`src/rtl/inst_enc_loader.sv`:
```
// Packs decoded RV32I fields into machine words and writes them sequentially into instruction memory.
// Optional immediate range checking is enabled by defining INST_ENC_CHECK_EN.
module inst_enc_loader #(
    parameter int unsigned ADDR_W = 10
) (
    input  logic              clk,
    input  logic              rst,
    input  logic              start,
    input  logic [ADDR_W-1:0] base_addr,
    input  logic              in_valid,
    output logic              in_ready,
    input  logic              in_last,
    input  logic [2:0]        fmt,
    input  logic [6:0]        opcode,
    input  logic [4:0]        rd,
    input  logic [4:0]        rs1,
    input  logic [4:0]        rs2,
    input  logic [2:0]        funct3,
    input  logic [6:0]        funct7,
    input  logic [31:0]       imm,
    output logic              mem_we,
    output logic [ADDR_W-1:0] mem_addr,
    output logic [31:0]       mem_wdata,
    output logic              busy,
    output logic              done,
    output logic              err,
    output logic [ADDR_W-1:0] count
);

    localparam logic [2:0] FmtR = 3'd0;
    localparam logic [2:0] FmtI = 3'd1;
    localparam logic [2:0] FmtS = 3'd2;
    localparam logic [2:0] FmtB = 3'd3;
    localparam logic [2:0] FmtU = 3'd4;
    localparam logic [2:0] FmtJ = 3'd5;

    typedef enum logic [1:0] {StIdle, StLoad, StDone} state_e;

    state_e            state_q, state_d;
    logic [ADDR_W-1:0] ptr_q, ptr_d;
    logic [ADDR_W-1:0] count_q, count_d;
    logic              err_q, err_d;
    logic              we_q, we_d;
    logic [ADDR_W-1:0] addr_q, addr_d;
    logic [31:0]       wdata_q, wdata_d;

    logic [31:0]       enc_word;
    logic              fmt_ok;
    logic              range_ok;

    always_comb begin
        enc_word = 32'h0;
        fmt_ok   = 1'b1;
        case (fmt)
            FmtR: enc_word = {funct7, rs2, rs1, funct3, rd, opcode};
            FmtI: enc_word = {imm[11:0], rs1, funct3, rd, opcode};
            FmtS: enc_word = {imm[11:5], rs2, rs1, funct3, imm[4:0], opcode};
            FmtB: enc_word = {imm[12], imm[10:5], rs2, rs1, funct3, imm[4:1], imm[11], opcode};
            FmtU: enc_word = {imm[31:12], rd, opcode};
            FmtJ: enc_word = {imm[20], imm[10:1], imm[11], imm[19:12], rd, opcode};
            default: fmt_ok = 1'b0;
        endcase
    end

`ifdef INST_ENC_CHECK_EN
    // Immediate must survive the truncation of its format unchanged.
    always_comb begin
        range_ok = 1'b1;
        case (fmt)
            FmtI, FmtS: range_ok = (imm[31:11] == {21{imm[11]}});
            FmtB:       range_ok = (imm[31:12] == {20{imm[12]}}) && !imm[0];
            FmtJ:       range_ok = (imm[31:20] == {12{imm[20]}}) && !imm[0];
            FmtU:       range_ok = (imm[11:0] == 12'h0);
            default:    range_ok = 1'b1;
        endcase
    end
`else
    assign range_ok = 1'b1;
`endif

    always_comb begin
        state_d = state_q;
        ptr_d   = ptr_q;
        count_d = count_q;
        err_d   = err_q;
        we_d    = 1'b0;
        addr_d  = addr_q;
        wdata_d = wdata_q;
        case (state_q)
            StIdle: begin
                if (start) begin
                    state_d = StLoad;
                    ptr_d   = {base_addr[ADDR_W-1:2], 2'b00};
                    count_d = '0;
                    err_d   = 1'b0;
                end
            end
            StLoad: begin
                if (in_valid) begin
                    if (fmt_ok && range_ok) begin
                        we_d    = 1'b1;
                        addr_d  = ptr_q;
                        wdata_d = enc_word;
                        ptr_d   = ptr_q + ADDR_W'(4);
                        count_d = count_q + ADDR_W'(1);
                    end else begin
                        err_d = 1'b1;
                    end
                    if (in_last) begin
                        state_d = StDone;
                    end
                end
            end
            StDone:  state_d = StIdle;
            default: state_d = StIdle;
        endcase
    end

    always_ff @(posedge clk) begin
        if (rst) begin
            state_q <= StIdle;
            ptr_q   <= '0;
            count_q <= '0;
            err_q   <= 1'b0;
            we_q    <= 1'b0;
            addr_q  <= '0;
            wdata_q <= 32'h0;
        end else begin
            state_q <= state_d;
            ptr_q   <= ptr_d;
            count_q <= count_d;
            err_q   <= err_d;
            we_q    <= we_d;
            addr_q  <= addr_d;
            wdata_q <= wdata_d;
        end
    end

    assign in_ready  = (state_q == StLoad);
    assign busy      = (state_q == StLoad) || (state_q == StDone);
    assign done      = (state_q == StDone);
    assign err       = err_q;
    assign count     = count_q;
    assign mem_we    = we_q;
    assign mem_addr  = addr_q;
    assign mem_wdata = wdata_q;

endmodule

```
`config.mk`:
```
export PLATFORM = sky130hd
export DESIGN_NAME = inst_enc_loader
export DESIGN_NICKNAME = d
export VERILOG_FILES = /design/src/rtl/inst_enc_loader.sv
export SDC_FILE = /design/constraint.sdc
export NUM_CORES = 1
export LEC_CHECK = 0
export CELL_PAD_IN_SITES_DETAIL_PLACEMENT = 1
export CELL_PAD_IN_SITES_GLOBAL_PLACEMENT = 1
export CORE_AREA = 3 3 102 104
export CTS_BUF_LIST = sky130_fd_sc_hd__clkbuf_8 sky130_fd_sc_hd__clkbuf_16
export DETAILED_ROUTE_END_ITERATION = 10
export DIE_AREA = 0 0 105 107
export PLACE_DENSITY = 0.89
export SYNTH_ARGS = -nofsm -noshare
export SYNTH_HDL_FRONTEND = slang
export SYNTH_SLANG_ARGS = --single-unit
```
`constraint.sdc`:
```
create_clock -name clk -period 4.44 [get_ports clk]
set_clock_uncertainty 0.2 [all_clocks]
set_input_delay 0.444 -clock clk [delete_from_list [all_inputs] [get_ports clk]]
set_output_delay 0.444 -clock clk [all_outputs]
set_load 0.01 [all_outputs]
```
Word level (Yosys, flattened, before mapping)
Index checks and enable logic that the tools add are counted.
{"block": "word_totals", "ff_bits": 66, "latchBits": 0, "ram_bits": 0, "rom_bits": 0, "input_bits": 82, "out_inout_bits": 57, "elab_cells": 52, "memories": 0}
{"block": "op_classes", "addsub": 2, "mul": 0, "n_div": 0, "n_lt_le_gt_ge": 0, "n_eq_ne": 12, "shift": 0, "n_mux": 19, "bitwise_logic": 2, "reduce_logical": 10}
{"operator": "32-bit case mux with 6 select lines", "n": 1}
{"operator": "10-bit 2-to-1 mux", "n": 6}
{"operator": "10-bit case mux with 2 select lines", "n": 2}
{"operator": "10-bit by 1-bit adder with 10-bit output (second input constant)", "n": 1}
{"operator": "10-bit by 3-bit adder with 10-bit output (second input constant)", "n": 1}
{"operator": "4-bit AND reduction", "n": 2}
{"operator": "3-bit by 2-bit equality test with 1-bit output (second input constant)", "n": 2}
{"operator": "3-bit equality test (second input constant)", "n": 2}
{"operator": "2-bit 2-to-1 mux", "n": 3}
{"operator": "2-bit inequality test (second input constant)", "n": 3}
{"operator": "3-bit AND reduction", "n": 2}
{"operator": "6-bit OR reduction", "n": 1}
{"operator": "1-bit 2-to-1 mux", "n": 5}
{"operator": "2-bit by 1-bit inequality test with 1-bit output (second input constant)", "n": 2}
{"operator": "2-bit case mux with 2 select lines", "n": 1}
{"operator": "3-bit by 1-bit equality test with 1-bit output (second input constant)", "n": 1}
{"operator": "3-bit zero test", "n": 1}
{"operator": "3-bit OR reduction", "n": 1}
{"operator": "2-bit by 1-bit equality test with 1-bit output (second input constant)", "n": 1}
{"operator": "2-bit equality test (second input constant)", "n": 1}
{"operator": "2-bit zero test", "n": 1}
{"operator": "1-bit NOT", "n": 2}
{"operator": "1-bit case mux with 2 select lines", "n": 1}
{"operator": "2-bit nonzero test", "n": 1}
{"operator": "1-bit logical OR", "n": 1}

Longest topological paths before layout
Gate-level depths: netlist of the first run.
{"block": "logic_depth", "ltp_word": 6, "depth_mapped": 9, "ltp_nobuf": 6}

Worst setup path after synthesis of the first run
No wires, ideal clock.
{"block": "synth_path", "path_kind": "flip-flop to flip-flop", "startpoint": "register state_q[0]", "endpoint": "register count_q[9], in the netlist count[9]", "setup_ns": 0.072, "arrival_time_ns": 1.798, "required_time_ns": 4.168, "slack_ns": 2.370, "path_stages_with_launch": 7, "n_path_buf": 0, "cell_sequence": "dfxtp_1 inv_1 ha_1 nor2b_4 or3_4 or4_1 a21oi_1"}
{"block": "synth_between", "elab_chain_cells": 3, "word_cells_on_any_way": 8}
{"item": "start: declaration", "line": "39", "source": "state_e state_q, state_d;"}
{"item": "start signal: assignment", "line": "121", "source": "state_q <= StIdle;"}
{"item": "start signal: assignment", "line": "129", "source": "state_q <= state_d;"}
{"item": "2-bit by 1-bit equality test with 1-bit output or 2-bit zero test (tied branches)", "line": "89", "source": "case (state_q)"}
{"item": "2-bit by 1-bit inequality test with 1-bit output (no source line) (tied with other cells)"}
{"item": "4-bit AND reduction (no source line)"}
{"item": "end signal: assignment", "line": "131", "source": "count_q <= count_d;"}
{"item": "end: declaration", "line": "41", "source": "logic [ADDR_W-1:0] count_q, count_d;"}
Parallel ways exist; a longest one is shown, timed or not.
A chain may end at the register's enable or synchronous reset.

Worst setup path in the final report of the first run
{"block": "layout_path", "startpoint": "register state_q[1]", "endpoint": "register wdata_q[24], in the netlist mem_wdata[24]"}
{"block": "layout_between", "elab_chain_cells": 2}
{"item": "2-bit by 1-bit equality test with 1-bit output", "line": "89"}
{"item": "3-bit AND reduction (no source line)"}
{"item": "end signal: assignment", "line": "135", "source": "wdata_q <= wdata_d;"}
{"item": "end: declaration", "line": "45", "source": "logic [31:0] wdata_q, wdata_d;"}
Every way passes these cells.

==> results.sh, run 1 <==
export IMPL_status="complete, no violations"
export IMPL_io_pins=139
export IMPL_yosysSeqAreaShare_pct=40.47
export IMPL_ys_top_cells_by_area="dfxtp_1 40%, nand2_1 6.2%, a21oi_1 6.0%, a221oi_1 5.1%, mux2i_1 3.6%"
export IMPL_cts_htree_levels=3
export IMPL_final_hold_viol_count=0
export IMPL_grt_pass1_vias=3573
export IMPL_path_clk_slew_ns=0.08
export IMPL_path_class="flip-flop to flip-flop"
export IMPL_port_buffers=134
export IMPL_rows=36
export IMPL_syn_area_sq_um=3067
export IMPL_drive_gt1_share_pct=5.835
export IMPL_num_antenna_cells=0
export IMPL_crit_path_end_kind="flip-flop"
export IMPL_grt_overflow=0
export IMPL_critPathTopFamily="simple AND/OR/NAND/NOR gates"
export IMPL_ys_types=46
export IMPL_synth_top_area_share_pct=40.47
export IMPL_fillers=1177
export IMPL_grt_pass1_wl_um=18000
export IMPL_dr_pass1_iters=4
export IMPL_whs_path_depth=2
export IMPL_cp_slowest_cell="and3_2"
export IMPL_cpPeakStageDelay_ns=0.97
export IMPL_crit_arrival_ns=2.79
export IMPL_syn_instance_count=374
export IMPL_finalCritPeriodShare_pct=62.01
export IMPL_maxCapViolCount=0
export IMPL_worst_slew_pin_slew_ns=0.9519
export IMPL_start_kind="flip-flop"
export IMPL_cts_resized_gates=0
export IMPL_ir_drop_mv=0.2006
export IMPL_die_h_um=107
export IMPL_fin_setup_tns_ns=0
export IMPL_fmax_ghz=0.3632
export IMPL_relSlewSlack_pct=36.54
export IMPL_yosysWarnings=0
export IMPL_synth_edf_count=0
export IMPL_worstPathRequired_ns=4.48
export IMPL_finalCriticalPeriod_ns=2.753
export IMPL_num_vias=3399
export IMPL_die_width_um=105
export IMPL_start_util_pct=31.81
export IMPL_cts_buffers=9
export IMPL_hpwl_um=8215
export IMPL_cts_root_buf="clkbuf_8"
export IMPL_worst_path_buf_inv=1
export IMPL_critPathMaxFanout=49
export IMPL_leakagePower_nw=1.670
export IMPL_synthFlopType="dfxtp_1"
export IMPL_reg2reg_to="mem_wdata[24]"
export IMPL_coreArea_sq_um=9639
export IMPL_grt_antenna_before_repair=0
export IMPL_min_to="mem_wdata[0]"
export IMPL_syn_avg_cell_area_sq_um=8.200
export IMPL_min_path_type="flip-flop to flip-flop"
export IMPL_r2r_start="state_q[1]"
export IMPL_rsz0062_at_grt="no"
export IMPL_clock_sinks=62
export IMPL_grt_max_degree=50
export IMPL_viasPerCell=5.395
export IMPL_cts_setup_buffers=0
export IMPL_wl_per_cell_um=17.75
export IMPL_gp_congestion=0.8119
export IMPL_clock_latency_ns=0.34
export IMPL_cts_tree="done"
export IMPL_drv_slew=0
export IMPL_drtAntennaViolNets=0
export IMPL_drt_total_wl_um=11190
export IMPL_cts_buffer_depth=2
export IMPL_r2r_cells=5
export IMPL_async_reset_ff_share_pct=0
export IMPL_hp_start="mem_wdata[0]"
export IMPL_nets=580
export IMPL_worst_r2r_setup_slack_ns=1.69
export IMPL_yosys_area_top_type="dfxtp_1"
export IMPL_grt_usage_pct=20.10
export IMPL_syn2layout_area_growth_pct=52.55
export IMPL_ctsHoldBuffers=0
export IMPL_cp_cell_sequence="inv_1, ha_1, and3_2, o211ai_1, o211a_1"
export IMPL_die_area_sq_um=11240
export IMPL_drc=0
export IMPL_finalPower_mw=2.027
export IMPL_dr_first_iter_drc_count=76
export IMPL_ys_ff_latch=62
export IMPL_power_density_nw_per_um2=433.2
export IMPL_finalSetupViolations=0
==> registers in the layout (all words and copies together) (netlist names) <==
signal	count
ptr_q	8
mem_we	1
state_q	2
mem_addr	8
mem_wdata	32
err	1
count	10
==> worst reg2reg max path, delay by kind of cell, from the launching register on <==
kind | cells | cell delay, ns
AOI/OAI and AO/OA | 2 | 0.44
and+or+nand+nor | 1 | 0.97
adders and majority gates | 1 | 0.61
buffers and inverters | 1 | 0.10
DFF | 1 | 0.33
==> cell type report <==
type                            count  area [sq um]  share of cell area [%]
Clock inverter                      5         57.56                   1.230
Timing Repair Buffer              139          1374                   29.37
Inverter                            7         26.28                  0.5616
Tap cell                          133         166.4                   3.557
Multi-Input combinational cell    273          1662                   35.52
Clock buffer                       11         151.4                   3.236
Sequential cell                    62          1241                   26.53
==> cell usage after synthesis (6+ instances only) <==
| cell type | instances |
|---|---|
| o211ai_1 | 7 |
| a21oi_1 | 37 |
| o31ai_1 | 7 |
| inv_1 | 7 |
| nor2b_1 | 8 |
| ha_1 | 6 |
| a221oi_1 | 18 |
| o211a_1 | 6 |
| buf_2 | 9 |
| nor3_1 | 20 |
| a31oi_1 | 6 |
| nor2_1 | 24 |
| clkbuf_1 | 20 |
| o21ai_0 | 14 |
| nand3_1 | 9 |
| a22oi_1 | 6 |
| mux2i_1 | 11 |
| nand2_1 | 51 |
| or4_1 | 7 |
| dfxtp_1 | 62 |
==> through the flow <==
step / worst slack, ns / area [sq um] / utilization (%) / instances / hold WS, ns
detailed placement: 1.478 / 4469 / 46.37 / 614 / 0.2499
CTS: 1.646 / 4678 / 48.53 / 630 / 0.2607
floorplan: 2.370 / 3070 / - / 375 / 0.2452
finish: 1.687 / 4678 / 48.53 / 630 / 0.2605
global route: 1.417 / 4678 / 48.53 / 630 / 0.2771
global placement: 1.597 / 4469 / 46.37 / 614 / 0.2411
==> cells in the final DEF, fill, tap and decap left out, drive strengths merged, types with 2 or more instances in the layout <==
cell	instances
a21oi	37
a221oi	18
a22oi	6
a311oi	4
a31oi	6
buf	6
clkbuf	11
clkdlybuf4s50	133
clkinvlp	3
conb	2
dfxtp	62
ha	6
inv	7
mux2	3
mux2i	11
nand2	51
nand2b	2
nand3	9
nand4	4
nor2	24
nor2b	9
nor3	20
o211a	6
o211ai	7
o21ai	15
o31ai	7
or3	4
or4	7
==> kinds of logic (layout without fill, tap and decap cells) <==
group	count (synthesis)	count (layout)	synth area share [%]
other cells	1	2	0.1223
simple gates	137	137	21.71
buf+inv	40	162	5.508
fa+ha+maj	6	6	2.448
compound gates	114	114	25.05
flops	62	62	40.47
mux	14	14	4.692
==> metal layers <==
layer  wire (um)  GRT usage [%]  vias up  part of all wire (%)
met5           0              0        -                     0
met1        4413          20.53     1634                    39
met4         250          9.934        0                   2.2
li1            -              -     1617                     -
met3         833          6.382       16                   7.4
met2        5687          36.94      132                    51
==> power breakdown <==
part	switching (mW)	total [mW]	leakage, nW	internal (mW)
combinational	0.420	0.771	1.07	0.351
sequential	0.0802	0.726	0.504	0.646
clock	0.241	0.529	0.0976	0.289
==> worst max-delay path by stage <==
stage          slack (ns)  cells past startpoint             to        from
6_report             1.69                      5  mem_wdata[24]  state_q[1]
3_5_place_dp         1.48                      5  mem_wdata[24]      fmt[1]
3_3_place_gp         1.60                      5  mem_wdata[23]      fmt[1]
4_1_cts              1.65                      5  mem_wdata[24]  state_q[1]
2_1_floorplan        2.37                      6       count[9]  state_q[0]
5_1_grt              1.42                      5  mem_wdata[24]  state_q[1]
(Power assumes the default switching activity.)
==> run 2: changes to the inputs <==
Settings changed: CORE_AREA 3 3 102 104 to 3 3 113 115, DIE_AREA 0 0 105 107 to 0 0 116 118, PLACE_DENSITY 0.89 to 0.77.
Clock period 4.44 ns to 2.51 ns, I/O delays scaled along.
==> run 2 against run 1 <==
Net effect:
- utilization fell by 7.6 points
- total power rose by 95%
- sequential share of layout area fell by 1.1 points
- die area rose by 22%
- critical endpoint is now in_ready
- highest routed layer unchanged
==> results.sh, run 2 (synthesized netlist as in run 1, its figures left out) <==
export IMPL_timing_hold_ws_ns=0.1697
export IMPL_mostFrequentLayoutCells="133 x clkdlybuf4s50_1, 62 x dfxtp_1, 51 x nand2_1, 37 x a21oi_1, 24 x nor2_1"
export IMPL_cts_buffers=9
export IMPL_fmax_ghz=0.4241
export IMPL_worst_r2r_setup_slack_ns=0.20
export IMPL_power_density_nw_per_um2=812.3
export IMPL_ir_drop_mv=0.2709
export IMPL_crit_arrival_ns=1.91
export IMPL_grt_pass1_wl_um=17990
export IMPL_die_area_sq_um=13690
export IMPL_path_class="flip-flop to primary output"
export IMPL_gp_congestion=0.8387
export IMPL_ctsHoldBuffers=0
export IMPL_largest_register_ffs=32
export IMPL_status="complete, no violations"
export IMPL_worst_slew_pin_slew_ns=1.123
export IMPL_final_hold_viol_count=0
export IMPL_cts_htree_levels=3
export IMPL_start_kind="flip-flop"
export IMPL_viasPerCell=5.173
export IMPL_crit_path_end_kind="primary output"
export IMPL_coreArea_sq_um=11910
export IMPL_cts_setup_buffers=0
export IMPL_drc=0
export IMPL_final_core_util_pct=40.95
export IMPL_dr_first_iter_drc_count=105
export IMPL_grt_usage_pct=16.74
export IMPL_grt_pass1_vias=3611
export IMPL_grt_max_degree=49
export IMPL_drtAntennaViolNets=0
export IMPL_rows=40
export IMPL_drive_gt1_share_pct=7.312
export IMPL_syn2layout_area_growth_pct=59.04
export IMPL_path_clk_slew_ns=0.05
export IMPL_cts_tree="done"
export IMPL_port_buffers=134
export IMPL_worstPathRequired_ns=2.06
export IMPL_cts_buffer_depth=2
export IMPL_final_common_cell="clkdlybuf4s50_1"
export IMPL_num_vias=3378
export IMPL_leakagePower_nw=1.779
export IMPL_crit_start="state_q[1]"
export IMPL_finalCriticalPeriod_ns=2.358
export IMPL_relSlewSlack_pct=24.98
export IMPL_min_path_type="input pin to flip-flop"
export IMPL_die_width_um=116
export IMPL_maxCapViolCount=0
export IMPL_finalSetupViolations=0
export IMPL_crit_path_end="in_ready"
export IMPL_start_util_pct=25.75
export IMPL_reg2reg_to="count[9]"
export IMPL_r2r_cells=6
export IMPL_fin_setup_tns_ns=0
export IMPL_nets=590
export IMPL_critPathMaxFanout=13
export IMPL_rsz0062_at_grt="no"
export IMPL_fin_ws_ns=0.1520
export IMPL_die_h_um=118
export IMPL_finalPower_mw=3.962
export IMPL_clock_latency_ns=0.33
export IMPL_grt_overflow=0
export IMPL_hpwl_um=8475
export IMPL_cts_root_buf="clkbuf_16"
export IMPL_preCtsSetupSlack_ns=0.07623
export IMPL_io_pins=139
export IMPL_drt_total_wl_um=11350
export IMPL_cts_resized_gates=0
export IMPL_drv_slew=0
export IMPL_dr_pass1_iters=4
export IMPL_finalCritPeriodShare_pct=93.95
export IMPL_r2r_start="state_q[0]"
export IMPL_wl_per_cell_um=17.37
export IMPL_clock_sinks=62
export IMPL_grt_antenna_before_repair=0
export IMPL_num_antenna_cells=0
==> run 2: cell types whose count changed in the layout (fill, tap and decap cells not counted), sizes merged <==
cell,change
buf,+10
clkbuf,-1
clkinv,+1
clkinvlp,-2
inv,+1
==> run 2: report_power, final <==
part	leakage, nW	switching (mW)	internal, mW	total [mW]
logic	1.13	0.757	0.686	1.44
clock network	0.146	0.452	0.782	1.23
registers	0.504	0.139	1.14	1.28
total	1.78	1.35	2.61	3.96
==> run 2: routing by layer <==
layer / global-route usage (%) / share of wire, %
met3: 6.684 / 8.3
met2: 28.49 / 49
met5: 0 / 0
met1: 18.56 / 41
met4: 6.164 / 2.1
==> run 2: layout make-up <==
cell class | count | area, sq um
tap | 147 | 183.9
clock buffer | 10 | 239.0
fill | 1431 | 7034
inverter | 7 | 26.28
clock inverter | 5 | 51.30
sequential | 62 | 1241
multi-input combinational | 273 | 1662
timing repair buffer | 149 | 1474
==> run 2: worst max-delay path, cell delays in order (launching register included) <==
cell and delay [ns]:
dfxtp_1 0.32, inv_1 0.10, ha_1 0.34, buf_4 0.25, clkdlybuf4s50_1 0.55
==> run 2: stage by stage <==
step | std cells | instance area (sq um)
2_1_floorplan | 375 | 3070
3_3_place_gp | 638 | 4587
3_5_place_dp | 638 | 4587
4_1_cts | 653 | 4877
5_1_grt | 653 | 4877
6_report | 653 | 4877
==> run 2: worst min-delay path by stage <==
stage                     start  slack [ns]       endpoint  cells past startpoint
floorplan             opcode[0]        0.19   mem_wdata[0]                      2
global placement    mem_addr[7]        0.24    mem_addr[7]                      2
detailed placement  mem_addr[4]        0.25    mem_addr[4]                      2
CTS                         rst        0.17  mem_wdata[22]                      3
global route                rst        0.20  mem_wdata[23]                      3
finish                      rst        0.17  mem_wdata[22]                      3
==> run 3: changes to the inputs <==
Settings changed: CAP_MARGIN set to 10.
==> results of run 3 <==
The final DEF is identical to that of run 2; final timing and power are the same.
